`config.mk`:
```
export PLATFORM = sky130hd
export DESIGN_NAME = regfile_wr_arbiter
export DESIGN_NICKNAME = d
export VERILOG_FILES = /design/src/rtl/regfile_wr_arbiter_pkg.sv /design/src/rtl/regfile_wr_arbiter_wb_fifo.sv /design/src/rtl/regfile_wr_arbiter.sv
export SDC_FILE = /design/constraint.sdc
export NUM_CORES = 1
export LEC_CHECK = 0
export CAP_MARGIN = 20
export CORE_ASPECT_RATIO = 0.7
export CORE_MARGIN = 2
export CORE_UTILIZATION = 35
export CTS_CLUSTER_SIZE = 20
export DETAILED_ROUTE_END_ITERATION = 16
export GPL_ROUTABILITY_DRIVEN = 1
export GPL_TIMING_DRIVEN = 1
export REMOVE_ABC_BUFFERS = 1
export SKIP_CTS_REPAIR_TIMING = 1
export SYNTH_ARGS = -nofsm -noshare
export SYNTH_HDL_FRONTEND = slang
export SYNTH_SLANG_ARGS = --single-unit
```
`constraint.sdc`:
```
create_clock -name clk -period 4.6 [get_ports clk]
set_input_delay 1.15 -clock clk [delete_from_list [all_inputs] [get_ports clk]]
set_output_delay 1.15 -clock clk [all_outputs]
set_load 0.05 [all_outputs]
```
`src/rtl/regfile_wr_arbiter_pkg.sv`:
```
// Shared widths and helpers for the register-file writeback arbiter.
// The defaults match the 8 x 16-bit register file (r0 hardwired to zero).
package regfile_wr_arbiter_pkg;

  localparam int REG_ADDR_W  = 3;
  localparam int REG_DATA_W  = 16;
  localparam int DEF_NUM_REQ = 2;
  localparam int DEF_DEPTH   = 2;

  // Round-robin successor that also works for non-power-of-two requester counts.
  function automatic int rr_next(input int cur, input int n);
    return (cur + 1 >= n) ? 0 : cur + 1;
  endfunction

endpackage

```
`src/rtl/regfile_wr_arbiter_wb_fifo.sv`:
```
// Per-requester writeback FIFO holding (dest, data) entries.
// Every slot's dest is exposed so the top can build the pending-write mask.
module regfile_wr_arbiter_wb_fifo #(
  parameter int ADDR_W = 3,
  parameter int DATA_W = 16,
  parameter int DEPTH  = 2
) (
  input  logic                     clk,
  input  logic                     rst,
  input  logic                     push_i,
  input  logic                     pop_i,
  input  logic [ADDR_W-1:0]        push_dest_i,
  input  logic [DATA_W-1:0]        push_data_i,
  output logic                     full_o,
  output logic                     empty_o,
  output logic [ADDR_W-1:0]        head_dest_o,
  output logic [DATA_W-1:0]        head_data_o,
  output logic [DEPTH-1:0]         entry_vld_o,
  output logic [DEPTH*ADDR_W-1:0]  entry_dest_o
);

  localparam int PW = $clog2(DEPTH);

  logic [ADDR_W-1:0] dest_mem [DEPTH];
  logic [DATA_W-1:0] data_mem [DEPTH];
  logic [DEPTH-1:0]  vld_q, vld_d;
  logic [PW-1:0]     wr_ptr_q, rd_ptr_q;

  always_ff @(posedge clk) begin
    if (push_i) begin
      dest_mem[wr_ptr_q] <= push_dest_i;
      data_mem[wr_ptr_q] <= push_data_i;
    end
  end

  // Push is applied after pop so a same-slot push/pop leaves the slot occupied.
  always_comb begin
    vld_d = vld_q;
    if (pop_i)  vld_d[rd_ptr_q] = 1'b0;
    if (push_i) vld_d[wr_ptr_q] = 1'b1;
  end

  always_ff @(posedge clk or posedge rst) begin
    if (rst) begin
      vld_q    <= '0;
      wr_ptr_q <= '0;
      rd_ptr_q <= '0;
    end else begin
      vld_q <= vld_d;
      if (push_i) wr_ptr_q <= PW'(wr_ptr_q + 1'b1);
      if (pop_i)  rd_ptr_q <= PW'(rd_ptr_q + 1'b1);
    end
  end

  assign full_o      = vld_q[wr_ptr_q];
  assign empty_o     = !vld_q[rd_ptr_q];
  assign head_dest_o = dest_mem[rd_ptr_q];
  assign head_data_o = data_mem[rd_ptr_q];
  assign entry_vld_o = vld_q;

  for (genvar gi = 0; gi < DEPTH; gi++) begin : g_ent
    assign entry_dest_o[gi*ADDR_W +: ADDR_W] = dest_mem[gi];
  end

endmodule

```
`src/rtl/regfile_wr_arbiter.sv`:
```
// Round-robin arbiter sharing the register-file write port among NUM_REQ writeback requesters,
// with per-requester FIFOs, registered write outputs and a pending-write mask for interlock.
module regfile_wr_arbiter
  import regfile_wr_arbiter_pkg::*;
#(
  parameter int NUM_REQ = DEF_NUM_REQ,
  parameter int DATA_W  = REG_DATA_W,
  parameter int ADDR_W  = REG_ADDR_W,
  parameter int DEPTH   = DEF_DEPTH
) (
  input  logic                         clk,
  input  logic                         rst,
  input  logic [NUM_REQ-1:0]           req_valid,
  output logic [NUM_REQ-1:0]           req_ready,
  input  logic [NUM_REQ*ADDR_W-1:0]    req_dest,
  input  logic [NUM_REQ*DATA_W-1:0]    req_data,
  output logic                         rg_wrt_enable,
  output logic [ADDR_W-1:0]            rg_wrt_dest,
  output logic [DATA_W-1:0]            rg_wrt_data,
  output logic [$clog2(NUM_REQ)-1:0]   grant_id,
  output logic [(1<<ADDR_W)-1:0]       pending_mask
);

  localparam int NREGS = 1 << ADDR_W;
  localparam int GW    = $clog2(NUM_REQ);

  logic [NUM_REQ-1:0]                  fifo_full, fifo_empty, push, pop;
  logic [ADDR_W-1:0]                   dest_a    [NUM_REQ];
  logic [DATA_W-1:0]                   data_a    [NUM_REQ];
  logic [ADDR_W-1:0]                   head_dest [NUM_REQ];
  logic [DATA_W-1:0]                   head_data [NUM_REQ];
  logic [NUM_REQ-1:0][DEPTH*ADDR_W-1:0] ent_dest;
  logic [NUM_REQ-1:0][DEPTH-1:0]       ent_vld;
  logic [NREGS-1:0]                    own_mask   [NUM_REQ];
  logic [NREGS-1:0]                    pend_other [NUM_REQ];
  logic [NREGS-1:0]                    claim_mask;

  logic                                win_vld;
  logic [GW-1:0]                       win_id;
  logic [GW-1:0]                       rr_q, rr_d;
  logic                                rg_wrt_enable_q;
  logic [ADDR_W-1:0]                   rg_wrt_dest_q;
  logic [DATA_W-1:0]                   rg_wrt_data_q;
  logic [GW-1:0]                       grant_id_q;

  for (genvar gi = 0; gi < NUM_REQ; gi++) begin : g_req
    assign dest_a[gi] = req_dest[gi*ADDR_W +: ADDR_W];
    assign data_a[gi] = req_data[gi*DATA_W +: DATA_W];
    // Writes to r0 are acknowledged but never stored.
    assign push[gi]   = req_valid[gi] && req_ready[gi] && (dest_a[gi] != '0);

    regfile_wr_arbiter_wb_fifo #(
      .ADDR_W (ADDR_W),
      .DATA_W (DATA_W),
      .DEPTH  (DEPTH)
    ) u_fifo (
      .clk          (clk),
      .rst          (rst),
      .push_i       (push[gi]),
      .pop_i        (pop[gi]),
      .push_dest_i  (dest_a[gi]),
      .push_data_i  (data_a[gi]),
      .full_o       (fifo_full[gi]),
      .empty_o      (fifo_empty[gi]),
      .head_dest_o  (head_dest[gi]),
      .head_data_o  (head_data[gi]),
      .entry_vld_o  (ent_vld[gi]),
      .entry_dest_o (ent_dest[gi])
    );
  end

  // The write on rg_wrt_* still belongs to its requester until the register file commits it.
  always_comb begin
    pending_mask = '0;
    for (int i = 0; i < NUM_REQ; i++) begin
      own_mask[i] = '0;
      for (int k = 0; k < DEPTH; k++) begin
        if (ent_vld[i][k]) own_mask[i][ent_dest[i][k*ADDR_W +: ADDR_W]] = 1'b1;
      end
      if (rg_wrt_enable_q && (int'(grant_id_q) == i)) own_mask[i][rg_wrt_dest_q] = 1'b1;
      pending_mask = pending_mask | own_mask[i];
    end
    for (int i = 0; i < NUM_REQ; i++) begin
      pend_other[i] = '0;
      for (int j = 0; j < NUM_REQ; j++) begin
        if (j != i) pend_other[i] = pend_other[i] | own_mask[j];
      end
    end
    pending_mask[0] = 1'b0;
  end

  // Lower-indexed requesters claim a dest first so two queues never own the same register.
  always_comb begin
    claim_mask = '0;
    req_ready  = '0;
    for (int i = 0; i < NUM_REQ; i++) begin
      if (dest_a[i] == '0) begin
        req_ready[i] = 1'b1;
      end else begin
        req_ready[i] = !fifo_full[i] && !pend_other[i][dest_a[i]] && !claim_mask[dest_a[i]];
        if (req_valid[i] && req_ready[i]) claim_mask[dest_a[i]] = 1'b1;
      end
    end
  end

  always_comb begin
    win_vld = 1'b0;
    win_id  = '0;
    pop     = '0;
    for (int k = 0; k < NUM_REQ; k++) begin
      if (!win_vld && !fifo_empty[(int'(rr_q) + k) % NUM_REQ]) begin
        win_vld = 1'b1;
        win_id  = GW'((int'(rr_q) + k) % NUM_REQ);
      end
    end
    if (win_vld) pop[win_id] = 1'b1;
    rr_d = GW'(rr_next(int'(win_id), NUM_REQ));
  end

  always_ff @(posedge clk or posedge rst) begin
    if (rst) begin
      rg_wrt_enable_q <= 1'b0;
      rg_wrt_dest_q   <= '0;
      rg_wrt_data_q   <= '0;
      grant_id_q      <= '0;
      rr_q            <= '0;
    end else begin
      rg_wrt_enable_q <= win_vld;
      if (win_vld) begin
        rg_wrt_dest_q <= head_dest[win_id];
        rg_wrt_data_q <= head_data[win_id];
        grant_id_q    <= win_id;
        rr_q          <= rr_d;
      end
    end
  end

  assign rg_wrt_enable = rg_wrt_enable_q;
  assign rg_wrt_dest   = rg_wrt_dest_q;
  assign rg_wrt_data   = rg_wrt_data_q;
  assign grant_id      = grant_id_q;

endmodule

```
==> flow_summary.toml <==
[route]
vias = 3340
viasPerCell = 5.34
post-route-drc-count = 0
routed_wirelength_um = 12000
final_antenna_net_count = 0
first_pass_iters = 5
routedWlPerCell_um = 19.2
drt_iter0_drc = 217

[critical_path]
crit_path_start = "req_dest[3]"
critical_path_class = "in2out"
end_kind = "primary output"
start_kind = "primary input"
crit_end = "req_ready[1]"
timing.rr.end = "g_req[0].u_fifo.data_mem[1][14]$_DFFE_PP_"
r2r-start = "rg_wrt_enable$_DFF_PP0_"
critPathArrivalTime_ps = 3300
cp_max_fo = 5
critPathRequiredTime_ps = 3450
regToRegSetupSlack_ps = 1900
reg2reg_depth = 7

[finish]
syn_to_final_growth_pct = 26.3
drive_above_1_share_pct = 12.3
final_cells = 626
nNetsFinal = 477

[clock_tree]
clk_latency_ps = 340
cts.clk_slew.worst_paths_ps = 70
clock_path_buffers = 2
cts_tree = "done"
cts_num_sinks = 106
root_buffer = "clkbuf_16"
h-tree-depth = 3
cts_made_buffers = 9

[sta]
finalHoldViolCount = 0
worst_pin_slew_ps = 999
finalSetupViolCount = 0
maxSlewViolCount = 0
rsz0062_at_grt = "no"
relSlewSlack_pct = 33.4
finalCritPeriodShare_pct = 96.8
min_period_ps = 4450
skew_ps = 4.94
max_freq_ghz = 0.225
setup_ws_ps = 149

[synth]
synth_warnings = 0
synth_top_area_share_pct = 47.1
synth_area_leaders = "edfxtp_1, dfrtp_1, mux2i_1"
yosysMostFrequentCell = "edfxtp_1"
ys_seq_elements = 106
yosysUniqueCellTypes = 62
ys_async_sr_fraction_pct = 28.3
syn_area_per_cell_um2 = 13.4
synth_area_um2 = 4850
seq_area_frac_synth_pct = 62.5
synthCells = 361
synth_top_cell_by_area = "edfxtp_1"
ys.flop_type = "edfxtp_1"
synth_edf_count = 76
synthTopCellsByCount = "edfxtp_1, mux2i_1, nand2_1, dfrtp_1, o221ai_1"

[global_routing]
grt_pass1_wl_um = 19000
grt_max_degree = 25
grt_pass1_vias = 3345
groute.usage.overall_pct = 17.5
antenna_found_initial = 0
overflow = 0

[pwr]
irDropWorstVdd_uv = 421
powerDensity_nw_per_um2 = 684
p_total_w = 0.00419
leakagePower_nw = 2.29

[floorplan]
start_util_pct = 36.3
num_rows = 35
die_y_um = 102
io_pins = 73
coreArea_um2 = 13400
die_w_um = 145
die_area_um2 = 14800

[hold_path]
holdPathStages = 2
hp-class = "reg2reg"
hold_start = "rg_wrt_data[7]$_DFFE_PP0N_"

[job]
maxCapViolations = 0

[placement]
port_buffers = 71
gp_congestion = 0.876
pre_cts_slack_ps = 4.26
dp_hpwl_um = 8320
dp_cells = 609

[status]
status = "finished clean"
## worst max-delay path, cell delays in order
cell             delay (ps)
clkdlybuf4s50_1         480
or2_2                   330
a2111oi_1               310
a211oi_1                130
nand2_1                 110
o21ai_1                 170
o31ai_2                 300
buf_4                   180
buf_12                  130
## cells by family after synthesis
logic type,Yosys count,synth area share [%]
xor+xnor,4,0.723
other cells,1,0.0773
buf+inv,30,3.04
compound gates,60,10.2
mux,42,8.69
flops,106,62.5
simple gates,118,14.7
## cells in the final DEF, fill, tap and decap left out, drive strengths merged, types with 2 or more instances in the layout
cell type	count
edfxtp	76
clkdlybuf4s50	68
mux2i	41
nand2	41
dfrtp	30
o221ai	23
buf	19
nor4bb	10
nand2b	10
nor2	10
clkbuf	10
inv	6
a211oi	6
or2	6
nand3b	5
nand4b	5
o21ai	5
nand3	4
nor4b	4
o221a	4
nor2b	4
and2	3
xnor2	3
a21oi	3
nand4	3
clkinv	3
or3	2
a211o	2
and4b	2
a31oi	2
nor3	2
clkinvlp	2
nor3b	2
and3b	2
a22o	2
a2111oi	2
o31ai	2
## routing by layer
| metal | share of wire, % | GRT usage (%) | routed length (um) | vias to the layer above |
|---|---|---|---|---|
| met1 | 45 | 24.5 | 5460 | 1659 |
| met4 | 1.2 | 4.56 | 148 | 0 |
| met2 | 45 | 26.7 | 5420 | 120 |
| met3 | 8.5 | 5.11 | 1020 | 14 |
| li1 | - | - | - | 1547 |
| met5 | 0 | 0 | 0 | - |
## how the worst min path moves through the flow
stage / to
floorplan: rr_q$_DFFE_PP0N_
global placement: rg_wrt_data[11]$_DFFE_PP0N_
detailed placement: rg_wrt_data[11]$_DFFE_PP0N_
CTS: rg_wrt_data[11]$_DFFE_PP0N_
global route: rg_wrt_data[3]$_DFFE_PP0N_
finish: rg_wrt_data[7]$_DFFE_PP0N_
## state kept, by name, summed over array words and instances (netlist names)
register / cells
rr_q: 1
rg_wrt_data: 16
g_req.u_fifo.data_mem: 64
g_req.u_fifo.rd_ptr_q: 2
g_req.u_fifo.wr_ptr_q: 2
g_req.u_fifo.dest_mem: 12
rg_wrt_dest: 3
grant_id: 1
g_req.u_fifo.entry_vld_o: 4
rg_wrt_enable: 1
## power breakdown
part / leakage [nW] / internal (W) / total (W) / switching (W)
clock: 0.133 / 0.000382 / 0.000718 / 0.000336
combinational: 1.10 / 0.000722 / 0.00193 / 0.00121
sequential: 1.07 / 0.00131 / 0.00154 / 0.000223
total: 2.29 / 0.00242 / 0.00419 / 0.00177
## through the flow
| stage | TNS [ps] | area, um2 | utilization [%] | hold WS (ps) |
|---|---|---|---|---|
| 2_1_floorplan | 0 | 4720 | - | 462 |
| 3_3_place_gp | 0 | 5830 | 43.6 | 477 |
| 3_5_place_dp | 0 | 5830 | 43.6 | 478 |
| 4_1_cts | -5.80 | 6110 | 45.7 | 500 |
| 5_1_grt | 0 | 6120 | 45.8 | 531 |
| 6_report | 0 | 6120 | 45.9 | 491 |
## cell type report
class	count	area [um2]
antenna	1	2.50
clock buffer	10	239
clock inverter	6	41.3
fill	1204	7230
inverter	5	18.8
multi-input combinational	225	1700
sequential	106	3030
tap	185	231
timing repair buffer	88	861
(Power assumes the default switching activity.)
